<file path="src/rtl/proc_sequencer_if.sv">
// Control/data bundle between the instruction sequencer and the shared-bus datapath.
// The master side is the sequencer; the datapath (or a bench) takes the slave side.
interface proc_sequencer_if #(
    parameter int DATA_W = 10,
    parameter int RA_W   = 2,
    parameter int CNT_W  = 16
);
    logic [DATA_W-1:0] data_in;
    logic              ext_valid;
    logic              ext;
    logic [DATA_W-1:0] imm;
    logic              imm_en;
    logic [RA_W-1:0]   rin;
    logic [RA_W-1:0]   rout;
    logic              enw;
    logic              enr;
    logic              ain;
    logic              gin;
    logic              gout;
    logic [3:0]        alucont;
    logic              busy;
    logic              done;
    logic              illegal;
    logic [DATA_W-1:0] ir;
    logic [CNT_W-1:0]  retired;

    modport master (
        input  data_in, ext_valid,
        output ext, imm, imm_en, rin, rout, enw, enr, ain, gin, gout,
               alucont, busy, done, illegal, ir, retired
    );

    modport slave (
        output data_in, ext_valid,
        input  ext, imm, imm_en, rin, rout, enw, enr, ain, gin, gout,
               alucont, busy, done, illegal, ir, retired
    );
endinterface

</file>
<file path="src/rtl/proc_sequencer.sv">
// Instruction sequencer: fetches into IR, decodes LOAD/COPY/ALU/IMM, and steps the
// datapath controls through T1..T3 with a retired-instruction counter.
module proc_sequencer #(
    parameter int         DATA_W  = 10,
    parameter int         RA_W    = 2,
    parameter int         CNT_W   = 16,
    parameter logic [3:0] ALU_ADD = 4'b0010
) (
    input  logic              clk,
    input  logic              reset,
    proc_sequencer_if.master  bus
);
    localparam int IMM_W = DATA_W - RA_W - 2;

    typedef enum logic [1:0] {FETCH, T1, T2, T3} state_t;

    state_t             state, state_nx;
    logic [DATA_W-1:0]  ir_q;
    logic [CNT_W-1:0]   retired_q;

    logic [RA_W-1:0]    rx, ry;
    logic [3:0]         op;
    logic [1:0]         cls;
    logic               is_load, is_copy, is_alu, is_imm;
    logic [DATA_W-1:0]  imm_val;

    logic               ext_c, imm_en_c, enw_c, enr_c, ain_c, gin_c, gout_c;
    logic               busy_c, done_c, illegal_c;
    logic [RA_W-1:0]    rin_c, rout_c;
    logic [3:0]         alucont_c;

    assign rx  = ir_q[DATA_W-1 -: RA_W];
    assign ry  = ir_q[DATA_W-RA_W-1 -: RA_W];
    assign op  = ir_q[5:2];
    assign cls = ir_q[1:0];

    assign is_load = (cls == 2'b00) && (op == 4'd0);
    assign is_copy = (cls == 2'b00) && (op == 4'd1);
    assign is_alu  = (cls == 2'b00) && (op >= 4'd2) && (op <= 4'd11);
    assign is_imm  = cls[0];

    // cls[1] distinguishes the ones-extended form (11) from zero-extended (01)
    assign imm_val = {{(DATA_W-IMM_W){cls[1]}}, ir_q[DATA_W-RA_W-1:2]};

    always_ff @(posedge clk) begin
        if (reset) begin
            state     <= FETCH;
            ir_q      <= '0;
            retired_q <= '0;
        end else begin
            state <= state_nx;
            if (state == FETCH && bus.ext_valid)
                ir_q <= bus.data_in;
            if (done_c)
                retired_q <= retired_q + 1'b1;
        end
    end

    always_comb begin
        state_nx  = state;
        ext_c     = 1'b0;
        imm_en_c  = 1'b0;
        enw_c     = 1'b0;
        enr_c     = 1'b0;
        ain_c     = 1'b0;
        gin_c     = 1'b0;
        gout_c    = 1'b0;
        done_c    = 1'b0;
        illegal_c = 1'b0;
        rin_c     = '0;
        rout_c    = '0;
        alucont_c = 4'd0;
        busy_c    = (state != FETCH);
        case (state)
            FETCH: begin
                ext_c = 1'b1;
                if (bus.ext_valid) state_nx = T1;
            end
            T1: begin
                if (is_load) begin
                    ext_c  = 1'b1;
                    rin_c  = rx;
                    enw_c  = bus.ext_valid;
                    done_c = bus.ext_valid;
                    if (bus.ext_valid) state_nx = FETCH;
                end else if (is_copy) begin
                    enr_c    = 1'b1;
                    rout_c   = ry;
                    enw_c    = 1'b1;
                    rin_c    = rx;
                    done_c   = 1'b1;
                    state_nx = FETCH;
                end else if (is_alu) begin
                    enr_c    = 1'b1;
                    rout_c   = ry;
                    ain_c    = 1'b1;
                    state_nx = T2;
                end else if (is_imm) begin
                    imm_en_c = 1'b1;
                    ain_c    = 1'b1;
                    state_nx = T2;
                end else begin
                    illegal_c = 1'b1;
                    state_nx  = FETCH;
                end
            end
            T2: begin
                enr_c     = 1'b1;
                rout_c    = rx;
                gin_c     = 1'b1;
                alucont_c = is_imm ? ALU_ADD : op;
                state_nx  = T3;
            end
            T3: begin
                gout_c    = 1'b1;
                enw_c     = 1'b1;
                rin_c     = rx;
                alucont_c = is_imm ? ALU_ADD : op;
                done_c    = 1'b1;
                state_nx  = FETCH;
            end
            default: state_nx = FETCH;
        endcase
    end

    // Reset blanks every output combinationally, including the cycle it first rises
    assign bus.ext     = ~reset & ext_c;
    assign bus.imm_en  = ~reset & imm_en_c;
    assign bus.imm     = (reset || !imm_en_c) ? '0 : imm_val;
    assign bus.enw     = ~reset & enw_c;
    assign bus.enr     = ~reset & enr_c;
    assign bus.ain     = ~reset & ain_c;
    assign bus.gin     = ~reset & gin_c;
    assign bus.gout    = ~reset & gout_c;
    assign bus.busy    = ~reset & busy_c;
    assign bus.done    = ~reset & done_c;
    assign bus.illegal = ~reset & illegal_c;
    assign bus.rin     = reset ? '0 : rin_c;
    assign bus.rout    = reset ? '0 : rout_c;
    assign bus.alucont = reset ? 4'd0 : alucont_c;
    assign bus.ir      = reset ? '0 : ir_q;
    assign bus.retired = reset ? '0 : retired_q;
endmodule

</file>
<file path="src/flat_wrapper.sv">
// flat-port wrapper written by rule: the top's interface ports become plain ports
module proc_sequencer_flat 
#(
    parameter int         DATA_W  = 10,
    parameter int         RA_W    = 2,
    parameter int         CNT_W   = 16,
    parameter logic [3:0] ALU_ADD = 4'b0010
)
  (clk, reset, bus_data_in, bus_ext_valid, bus_ext, bus_imm, bus_imm_en, bus_rin, bus_rout, bus_enw, bus_enr, bus_ain, bus_gin, bus_gout, bus_alucont, bus_busy, bus_done, bus_illegal, bus_ir, bus_retired);
  proc_sequencer_if #(.DATA_W(DATA_W), .RA_W(RA_W), .CNT_W(CNT_W)) bus_i ();
  input  logic clk;
  input  logic reset;
  input wire logic [$bits(bus_i.data_in)-1:0] bus_data_in;
  input wire logic [$bits(bus_i.ext_valid)-1:0] bus_ext_valid;
  output wire logic [$bits(bus_i.ext)-1:0] bus_ext;
  output wire logic [$bits(bus_i.imm)-1:0] bus_imm;
  output wire logic [$bits(bus_i.imm_en)-1:0] bus_imm_en;
  output wire logic [$bits(bus_i.rin)-1:0] bus_rin;
  output wire logic [$bits(bus_i.rout)-1:0] bus_rout;
  output wire logic [$bits(bus_i.enw)-1:0] bus_enw;
  output wire logic [$bits(bus_i.enr)-1:0] bus_enr;
  output wire logic [$bits(bus_i.ain)-1:0] bus_ain;
  output wire logic [$bits(bus_i.gin)-1:0] bus_gin;
  output wire logic [$bits(bus_i.gout)-1:0] bus_gout;
  output wire logic [$bits(bus_i.alucont)-1:0] bus_alucont;
  output wire logic [$bits(bus_i.busy)-1:0] bus_busy;
  output wire logic [$bits(bus_i.done)-1:0] bus_done;
  output wire logic [$bits(bus_i.illegal)-1:0] bus_illegal;
  output wire logic [$bits(bus_i.ir)-1:0] bus_ir;
  output wire logic [$bits(bus_i.retired)-1:0] bus_retired;
  assign bus_i.data_in = bus_data_in;
  assign bus_i.ext_valid = bus_ext_valid;
  assign bus_ext = bus_i.ext;
  assign bus_imm = bus_i.imm;
  assign bus_imm_en = bus_i.imm_en;
  assign bus_rin = bus_i.rin;
  assign bus_rout = bus_i.rout;
  assign bus_enw = bus_i.enw;
  assign bus_enr = bus_i.enr;
  assign bus_ain = bus_i.ain;
  assign bus_gin = bus_i.gin;
  assign bus_gout = bus_i.gout;
  assign bus_alucont = bus_i.alucont;
  assign bus_busy = bus_i.busy;
  assign bus_done = bus_i.done;
  assign bus_illegal = bus_i.illegal;
  assign bus_ir = bus_i.ir;
  assign bus_retired = bus_i.retired;
  proc_sequencer #(.DATA_W(DATA_W), .RA_W(RA_W), .CNT_W(CNT_W), .ALU_ADD(ALU_ADD)) u_core (.clk(clk), .reset(reset), .bus(bus_i));
endmodule
</file>
<file path="config.mk">
export PLATFORM = sky130hd
export DESIGN_NAME = proc_sequencer_flat
export DESIGN_NICKNAME = d
export VERILOG_FILES = /design/src/rtl/proc_sequencer_if.sv /design/src/rtl/proc_sequencer.sv /design/src/flat_wrapper.sv
export SDC_FILE = /design/constraint.sdc
export NUM_CORES = 1
export LEC_CHECK = 0
export ABC_AREA = 1
export CORE_UTILIZATION = 41
export DETAILED_ROUTE_END_ITERATION = 8
export GPL_TIMING_DRIVEN = 0
export MAX_ROUTING_LAYER = met4
export PLACE_DENSITY = 0.76
export RECOVER_POWER = 100
export SLEW_MARGIN = 20
export SYNTH_ARGS = -nofsm -noshare
export SYNTH_HDL_FRONTEND = slang
export SYNTH_SLANG_ARGS = --single-unit
</file>
<file path="constraint.sdc">
create_clock -name clk -period 1.4 [get_ports clk]
set_input_delay 0.14 -clock clk [delete_from_list [all_inputs] [get_ports clk]]
set_output_delay 0.14 -clock clk [all_outputs]
set_load 0.01 [all_outputs]
</file>
==> impl_results.md, run 1 <==
- Fraction of power spent switching nets: about 43%
- Vias per cell: 5.25
- Fraction of layout instances using a drive strength above 1: about two fifths
- Critical path type: reg2out
- Final Wtd Congestion: between 0.8 and 0.9
- Area fraction of the dominant cell type after synthesis: ~28%
- Least-Margin Pin Slew: between 0.7 and 0.8 ns
- Peak supply drop: around 0.58 mV
- CTS Buf Count: 3
- Number of clock sinks: 28
- Commonest non-fill, non-tap cells in the layout: 52 x sky130_fd_sc_hd__nand2_1, 49 x sky130_fd_sc_hd__nor2_1, 28 x sky130_fd_sc_hd__inv_1
- Largest net degree at the start of global routing: 16
- Area share of fa/ha/maj cells after synthesis: 3.16%
- Finish-stage setup viols: 42
- Xor/xnor cell area share of the yosys netlist: around 1.3%
- Final core utilization: 74.0%
- Max H-tree Level: 1
- Synthesized instance count: between 300 and 400
- Detail-routed net length per standard cell: between 10 and 15 um
- Fmax achieved: ~0.57 GHz
- Placed Cells: 440
- Minimum period implied by the final worst setup slack: roughly 1.8 ns
- Grt ovf: 0
- Fin worst setup slack: -0.352 ns
- Total wire length: 6.89 mm
- Effective utilization at floorplan: 44.0%
- Number of library cell types mapped by synthesis: 26
- Total standard cell area after synthesis: 0.00198 mm^2
- Clk slew on worst S/H paths: approximately 0.11 ns
- Final Instance Count excl. Fillers: ~470
- Average cell area after synthesis: approximately 6.2 um^2
- Max Slew Vio Count: 0
- Number of flip-flops and latches in the synthesized netlist: 28
- Post-Syn Nets: 340
- Combinational family with the most area after synthesis: simple AND/OR/NAND/NOR gates
- Floorplan Core Area: between 0.004 and 0.005 mm^2
- Width of the die: just over 70 um
- Post-cts hold buffer count: 0
- Ant diodes: 0
- Total number of vias: around 2500
- Cell at the root of the clock tree: sky130_fd_sc_hd__clkbuf_8
- Fin Clk Skew: about 0.0032 ns
- DRC marker count from the first detailed-route iteration: 217
- Clock Power Share: around 16%
- P&R area growth vs syn: 68.3%
- Synth area leaders: sky130_fd_sc_hd__dfxtp_1 28%, sky130_fd_sc_hd__nand2_1 13%, sky130_fd_sc_hd__nor2_1 11%
- Detailed-router iteration count before antenna repair: 4
- Number of hold-slack violations in the final timing report: 0
- Nets@finish: approximately 440
- Overall routing resource usage: a little over a quarter
- Maximum root-to-sink buffer count: 2
- Hold/Removal Path Class: in2reg
- PD cells: 999 mW/mm^2
- Highest net fanout along the worst path: 5
- Seq pwr share: between 30% and 40%
- Arrival time worst endpoint: roughly 1.6 ns
- Most common cell after layout, fill and taps aside: sky130_fd_sc_hd__nand2_1
- Share of the synthesized area in compound gates (AO/OA/AOI/OAI): between 10 and 15%
- Run status: complete, but fails checks
- Multiplexer share of the synthesized area: 0%
- P_int: 1910 uW
- Data required time of the critical path: 1.26 ns
- Vertical die dimension: between 70 and 80 um
- Input/output buffers: 66
- Standard-cell row count: 24
- CTS tree: done
- Period utilisation layout: 125%
- Share of synthesized cell area in and, or, nand and nor gates: around two fifths
- Sequential fraction of the synthesis area: around 28%
- Die footprint: 0.00511 mm^2
- Critical Path End Type: output port
- Failing checks: setup timing
- Number of antenna violations at the first check in global routing: 0
- Max-cap violations: 0
- Synth warn: 0
- Share of power burned in combinational logic: a little over half
- Number of nets with antenna violations after routing: 0
- Area leader, netlist: sky130_fd_sc_hd__dfxtp_1
- Kind of launch point of the worst setup path: flip-flop
- First-pass GRT wire length: a little over 10 mm
- Slack of the worst reg-to-reg path: -0.15 ns
- Drt drc: 0
- RSZ-0062 raised after global routing: true
- DP Wirelength: approximately 4.4 mm
- Static power due to leakage: around 0.0014 uW
- Clock insertion delay at the later pin of the skew report: slightly below 0.3 ns
- Relative slew slack: 49.3%
- Count of pins on the block boundary: 67
- Vias in the first global route: about 2200
- Net switching power figure: about 1400 uW
timing repair:
item                                    in CTS  in global routing
endpoints found under the setup margin      81                 53
setup buffers                               14                 10
resized for setup                          236                 68
pin swaps                                   14                 16
critical path, cell delays in order (launching register included):
cell and delay, ns:
sky130_fd_sc_hd__dfxtp_2 0.38, sky130_fd_sc_hd__inv_2 0.09, sky130_fd_sc_hd__nor2_1 0.15, sky130_fd_sc_hd__nand3_2 0.11
sky130_fd_sc_hd__nand2_2 0.08, sky130_fd_sc_hd__nand2_2 0.07, sky130_fd_sc_hd__nor2_1 0.12, sky130_fd_sc_hd__a21oi_1 0.06
sky130_fd_sc_hd__nor2_1 0.12, sky130_fd_sc_hd__buf_2 0.15
kinds of logic after synthesis:
logic type,count (synthesis)
XOR/XNOR,3
buffers and inverters,55
adder cells (fa/ha/maj),5
AO/OA/AOI/OAI,50
flip-flops,28
AND/OR/NAND/NOR,181
Yosys cell counts (all sizes together):
cell	n
inv	41
clkbuf	4
o21ai	16
ha	5
nand3	30
xor2	3
nand2	74
dfxtp	28
nor2	66
nand4	6
nor3	5
o211ai	1
a31oi	1
buf	10
o2111ai	1
a21oi	31
cell type report:
class	instances	area [um^2]
clock buffers	4	55.1
fillers	355	1170
inverters	41	180
repair buffers	90	779
well taps	52	65.1
flip-flops and latches	28	593
multi-input cells	239	1530
plain buffers	14	128
final timing paths:
check	endpoint	depth (start not counted)	from
hold reg to reg	u_core.retired_q[7]	2	u_core.retired_q[7]
setup / recovery	bus_rout[1]	9	u_core.ir_q[2]
setup reg to reg	u_core.retired_q[13]	9	u_core.ir_q[5]
hold / removal	u_core.retired_q[0]	4	reset
power by group through the flow:
| stage | clock network, uW | registers [uW] | logic (uW) |
|---|---|---|---|
| 5_1_grt | 567 | 1020 | 1890 |
| 4_1_cts | 530 | 1000 | 1460 |
| 3_3_place_gp | 0 | 971 | 1050 |
| 3_5_place_dp | 0 | 974 | 1060 |
| 6_report | 543 | 1010 | 1770 |
| 2_1_floorplan | 0 | 958 | 683 |
flip-flops by register name (all words and copies together) (netlist names), named ones only:
register	count
u_core.retired_q	16
u_core.state	1
u_core.ir_q	10
per-stage QoR:
stage	worst slack, ns	setup TNS [ns]	instance area (um^2)	power [uW]	hold slack [ns]
3_5_place_dp	-0.800	-37.91	2710	2030	0.499
6_report	-0.352	-5.60	3330	3330	0.391
3_3_place_gp	-0.797	-37.53	2710	2020	0.491
4_1_cts	-0.222	-3.32	3040	2990	0.366
2_1_floorplan	0.00126	0	1990	1640	0.318
5_1_grt	-0.416	-7.98	3330	3480	0.404
metal layers:
metal / wire (um) / GRT usage [%] / part of all wire [%]
met1: 3160 / 35.8 / 46
met5: 0 / - / 0
met4: 95 / 5.45 / 1.4
met2: 3260 / 42.4 / 47
met3: 377 / 2.67 / 5.5
Note: power is estimated with default switching activity, not from simulation.
==> run 2: changes to the inputs <==
SLEW_MARGIN = 5   (was 20)
==> results of run 2 <==
Same layout as run 1: the final DEF is identical, and so are final timing and power.
